[config.mk]
export PLATFORM = sky130hd
export DESIGN_NAME = multiplicador_algoritmico
export DESIGN_NICKNAME = d
export VERILOG_FILES = /design/src/rtl/multiplicador_algoritmico_pkg.sv /design/src/rtl/multiplicador_algoritmico_abs_val.sv /design/src/rtl/multiplicador_algoritmico.sv
export SDC_FILE = /design/constraint.sdc
export NUM_CORES = 1
export LEC_CHECK = 0
export ABC_AREA = 1
export CORE_MARGIN = 3
export CORE_UTILIZATION = 30
export DETAILED_ROUTE_END_ITERATION = 6
export DONT_BUFFER_PORTS = 1
export GPL_TIMING_DRIVEN = 0
export PLACE_DENSITY = 0.42
export SYNTH_ARGS = -nofsm -noshare
export SYNTH_HDL_FRONTEND = slang
export SYNTH_SLANG_ARGS = --single-unit
[constraint.sdc]
create_clock -name CLK -period 4.3 [get_ports CLK]
set_input_delay 1.075 -clock CLK [delete_from_list [all_inputs] [get_ports CLK]]
set_output_delay 1.075 -clock CLK [all_outputs]
set_load 0.005 [all_outputs]
[src/rtl/multiplicador_algoritmico_pkg.sv]
// multiplicador_algoritmico_pkg: shared FSM state type and default operand width
package multiplicador_algoritmico_pkg;
  localparam int TAMANYO_DEF = 32;
  typedef enum logic [1:0] {IDLE, ADD, SHIFT, FIN} estado_t;
endpackage

[src/rtl/multiplicador_algoritmico_abs_val.sv]
// abs_val: two's complement operand split into sign bit and unsigned magnitude
module abs_val #(
  parameter int W = 8
) (
  input  logic [W-1:0] x,
  output logic [W-1:0] mag,
  output logic         sign
);
  assign sign = x[W-1];
  assign mag  = sign ? -x : x;
endmodule

[src/rtl/multiplicador_algoritmico.sv]
// multiplicador_algoritmico: sequential sign-magnitude shift-and-add multiplier
module multiplicador_algoritmico
  import multiplicador_algoritmico_pkg::*;
#(
  parameter int tamanyo = TAMANYO_DEF
) (
  input  logic                   CLK,
  input  logic                   RSTa,
  input  logic                   Start,
  input  logic [tamanyo-1:0]     A,
  input  logic [tamanyo-1:0]     B,
  output logic [2*tamanyo-1:0]   Prod,
  output logic                   Busy,
  output logic                   Done
);
  localparam int CW = $clog2(tamanyo);
  estado_t state, state_nx;
  logic [tamanyo:0] accu, accu_nx;
  logic [tamanyo-1:0] q, q_nx, m, m_nx, mag_a, mag_b;
  logic [CW-1:0] cont, cont_nx;
  logic sign_a, sign_b, sign_a_nx, sign_b_nx, sa, sb;
  logic [2*tamanyo-1:0] mag_p, prod_nx;
  abs_val #(.W(tamanyo)) u_abs_a (.x(A), .mag(mag_a), .sign(sa));
  abs_val #(.W(tamanyo)) u_abs_b (.x(B), .mag(mag_b), .sign(sb));
  assign Busy  = state != IDLE;
  assign mag_p = {accu[tamanyo-1:0], q};
  always_comb begin
    state_nx  = state;
    accu_nx   = accu;
    q_nx      = q;
    m_nx      = m;
    cont_nx   = cont;
    sign_a_nx = sign_a;
    sign_b_nx = sign_b;
    prod_nx   = Prod;
    case (state)
      IDLE: if (Start) begin
        sign_a_nx = sa;
        sign_b_nx = sb;
        m_nx      = mag_a;
        q_nx      = mag_b;
        accu_nx   = '0;
        cont_nx   = CW'(tamanyo - 1);
        state_nx  = ADD;
      end
      ADD: begin
        accu_nx  = q[0] ? accu + {1'b0, m} : accu;
        state_nx = SHIFT;
      end
      SHIFT: begin
        {accu_nx, q_nx} = {accu, q} >> 1;
        cont_nx  = cont - 1'b1;
        state_nx = (cont == '0) ? FIN : ADD;
      end
      FIN: begin
        prod_nx  = (sign_a ^ sign_b) ? -mag_p : mag_p;
        state_nx = IDLE;
      end
      default: state_nx = IDLE;
    endcase
  end
  always_ff @(posedge CLK or negedge RSTa) begin
    if (!RSTa) begin
      state  <= IDLE;
      accu   <= '0;
      q      <= '0;
      m      <= '0;
      cont   <= '0;
      sign_a <= 1'b0;
      sign_b <= 1'b0;
      Prod   <= '0;
      Done   <= 1'b0;
    end else begin
      state  <= state_nx;
      accu   <= accu_nx;
      q      <= q_nx;
      m      <= m_nx;
      cont   <= cont_nx;
      sign_a <= sign_a_nx;
      sign_b <= sign_b_nx;
      Prod   <= prod_nx;
      Done   <= state == FIN;
    end
  end
endmodule
==> results by stage <==
Floorplan:
- In this run the core area contains 77 standard-cell rows.
- The initial core utilization is 30.5%.
- The die height is 219 µm.
- Pin placement for this block handled 133 I/O pins.
- The die footprint is 47,800 µm².
- The core box area is 44,400 µm².
- In this run the horizontal extent of the chip is 219 µm.

Synthesis:
- Synthesis inferred 171 register bits.
- The synthesized netlist net count is 2,319.
- In this run, distinct cell masters in the synthesized netlist total 45.
- The synthesized netlist devotes 10.7% of its cell area to compound gates.
- Counting flops with a built-in enable in the synthesized netlist gives 0.
- The gate count of the mapped netlist is 2,210.
- During synthesis, Yosys emitted a total of 0 warnings.
- The share of flip-flops with an asynchronous set or reset is 100%.
- Sequential cells were found to cover 31.6% of the synthesized design area.
- The primary flip-flop cell chosen by synthesis mapping is sky130_fd_sc_hd__dfrtp_1.
- Dividing the synthesized area by the synthesized cell count gives 6.13 µm².
- The share of the synthesized netlist area taken by xor and xnor gates is 2.91%.
- The area of the mapped netlist is 13,600 µm².
- Multiplexer cells account for 0% of the synthesized area.
- The area fraction in and, or, nand and nor cells after synthesis is 41.8%.
- The dominant combinational cell family by area after synthesis is simple AND/OR/NAND/NOR gates.
- The adder and majority gate portion of the synthesized area is 3.93%.

Layout:
- The count of antenna diodes in the layout is 0.
- After the last flow step, the layout net total stands at 2,338.
- The top cell types in the final layout, fill and taps aside, are 838 x sky130_fd_sc_hd__nand2_1, 291 x sky130_fd_sc_hd__nor2_1, 245 x sky130_fd_sc_hd__inv_1, 171 x sky130_fd_sc_hd__dfrtp_1, 152 x sky130_fd_sc_hd__nand3_1.
- The area growth from synthesis to layout is 9.77%.
- The layout cell share with drive strength beyond 1 is 4.33%.
- Leaving out fill and tap cells, the most frequent cell in the layout is sky130_fd_sc_hd__nand2_1.

STA:
- The sum of negative setup slack is 0 ps.
- The smallest clock period supported by the final layout is computed as 2560 ps.
- The final hold violation count is 0.
- Timing would allow up to 0.391 GHz.
- Setup repair after global routing left no endpoint under its margin.
- For the pin with the worst max-slew slack, the measured transition is 684 ps.
- Setup violations remaining at the end of the flow were counted as 0.
- Between clock sinks in the finished design, the worst skew comes to 16.6 ps.
- Measured against its own limit, the worst slew margin works out to 54.4%.
- The final critical path takes up 59.4% of the cycle.
- The count of final max-slew check failures is 0.

CTS:
- The clock tree root buffer cell is sky130_fd_sc_hd__clkbuf_16.
- The clock latency on the worst-skew pair is 460 ps.
- The clock-pin slew reported for the worst setup and hold paths after clock tree synthesis is 70 ps.
- The CTS tree is done.
- The number of sinks handled by clock tree synthesis is 171.
- The H-tree generated during clock tree synthesis spans 4 levels.
- The number of buffers created by CTS is 17.
- Post-CTS timing repair inserted 0 buffers for setup.
- The post-CTS resize count is 0.
- The number of buffers between clock root and the deepest sink is 2.
- For this design, the CTS-stage hold fixing added 0 buffers.

Power:
- For this design the static power due to leakage is 7.61 nW.
- Across the VDD grid, the largest voltage drop is 0.306 mV.
- The power after layout is 11.8 mW.
- The power density over cell area is 794 nW/µm².

Route:
- The via density per instance is 4.91.
- The post-detailed-route wirelength per cell is 18.5 µm.
- In the routed design, unresolved DRC markers number 0.
- The detailed-route wire length is 52,500 µm.
- Across all layers, the routed design uses 13,900 vias.
- The total iterations of the first detailed-routing run is 6.
- The count of nets left with antenna violations once routing finished came out at 0.
- The iteration-0 DRC count of the detailed router is 1,170.

Setup path:
- The worst register-to-register path ends at accu[7].
- The startpoint of the worst-slack reg-to-reg timing path is state[0].
- The setup check on the worst reg-to-reg path leaves a slack of 1740 ps.
- Data arrives at the worst endpoint at 2870 ps.
- The number of cells on the worst reg-to-reg path is 12.
- The worst setup path is of the reg -> reg kind.
- The sort of element at the end of the critical path is a flop.
- STA classifies the critical path startpoint as a flop.
- The data required time at the worst endpoint is 4610 ps.
- Along the worst path, the maximum fanout reaches 10.

Global routing:
- The number of antenna violations at the first check in global routing is 0.
- The largest net degree at the start of global routing is 172.
- Summed over all layers, the global routing overflow is 0.
- The overall track demand over capacity in global routing is 22.1%.
- The number of global-route vias before repair was 13,300.
- The first global-routing pass estimated 80,500 µm of wire.

Hold path:
- The tightest min-delay check is of the in -> async type.

Placed design:
- The congestion estimate from routability-driven global placement came to 0.913.
- The wire-length estimate of the detail-placed layout is 42,900 µm.
- The number of port buffers is 0.

Outcome:
- The flow ran to the end, and the final reports show no timing, DRC or antenna violations.

Job:
- The tool flagged a number of max-cap violations equal to 0.
## cell families after synthesis
kind of cell	after synthesis
and+or+nand+nor	1376
buffers and inverters	319
AOI/OAI and AO/OA	257
DFF	171
xor gates and xnor gates	45
adders and majority gates	42
## how the worst max path moves through the flow
stage                        start      end  slack, ps  cells past startpoint
after floorplan               A[0]    m[16]       1950                      9
after global placement        A[0]    m[16]       1540                      9
after detailed placement      A[0]    m[16]       1530                      9
after CTS                 state[0]  accu[7]       1770                     12
after global routing      state[1]  accu[8]       1540                     12
final                     state[0]  accu[7]       1740                     12
## worst max-delay path, stage by stage (launching register included)
cell and delay (ps):
sky130_fd_sc_hd__dfrtp_1 400, sky130_fd_sc_hd__inv_1 130, sky130_fd_sc_hd__ha_1 290, sky130_fd_sc_hd__inv_2 70
sky130_fd_sc_hd__nor2_1 310, sky130_fd_sc_hd__inv_2 90, sky130_fd_sc_hd__nand2_1 240, sky130_fd_sc_hd__nor2_4 130
sky130_fd_sc_hd__nand2_2 110, sky130_fd_sc_hd__buf_2 260, sky130_fd_sc_hd__a21oi_1 60, sky130_fd_sc_hd__o21ai_0 150
sky130_fd_sc_hd__o221ai_1 180
## Yosys cell counts (14+ instances only)
master / instances / area share [%]
sky130_fd_sc_hd__nand2_1: 838 / 23
sky130_fd_sc_hd__nor2_1: 291 / 8.1
sky130_fd_sc_hd__inv_1: 245 / 6.8
sky130_fd_sc_hd__dfrtp_1: 171 / 32
sky130_fd_sc_hd__nand3_1: 152 / 5.6
sky130_fd_sc_hd__o21ai_0: 102 / 3.8
sky130_fd_sc_hd__a21oi_1: 64 / 2.4
sky130_fd_sc_hd__xor2_1: 42 / 2.7
sky130_fd_sc_hd__ha_1: 41 / 3.8
sky130_fd_sc_hd__clkbuf_1: 34 / 0.94
sky130_fd_sc_hd__nand4_1: 30 / 1.4
sky130_fd_sc_hd__o21ai_1: 27 / 1.0
sky130_fd_sc_hd__o22ai_1: 17 / 0.78
sky130_fd_sc_hd__nand3b_1: 16 / 0.89
sky130_fd_sc_hd__buf_2: 15 / 0.55
sky130_fd_sc_hd__nor3_1: 14 / 0.52
## flip-flops by register name (all words and copies together), names as in the netlist
signal  flops
sign_a      1
accu       33
state       2
m          32
sign_b      1
q          32
Prod       64
cont        5
Done        1
## layout make-up
class | instances | area, µm²
inverters | 260 | 976
multi-input cells | 1720 | 8030
well taps | 592 | 741
flip-flops and latches | 171 | 4280
plain buffers | 59 | 268
clock buffers | 17 | 425
clock inverters | 14 | 158
fillers | 5065 | 29500
## routing by layer
metal	vias to the layer above	routed length, µm	track usage [%]
met5	-	0	0
met2	361	21600	32.4
met4	0	1080	5.94
met3	35	2660	2.93
li1	7078	-	-
met1	6440	27100	33.8
## metrics by stage
stage | cell area [µm²] | utilization [%] | instances | setup slack (ps) | hold WS, ps
floorplan | 13600 | - | 2210 | 1950 | 450
global route | 14900 | 33.5 | 2833 | 1540 | 292
detailed placement | 14300 | 32.2 | 2802 | 1530 | 487
CTS | 14900 | 33.5 | 2833 | 1770 | 298
finish | 14900 | 33.5 | 2833 | 1740 | 314
global placement | 14300 | 32.2 | 2802 | 1540 | 479
## where the power goes
group / switching [mW] / internal [mW]
clock: 0.764 / 0.869
combinational: 4.69 / 2.11
sequential: 1.03 / 2.35
total: 6.48 / 5.33
(Power assumes the default switching activity.)
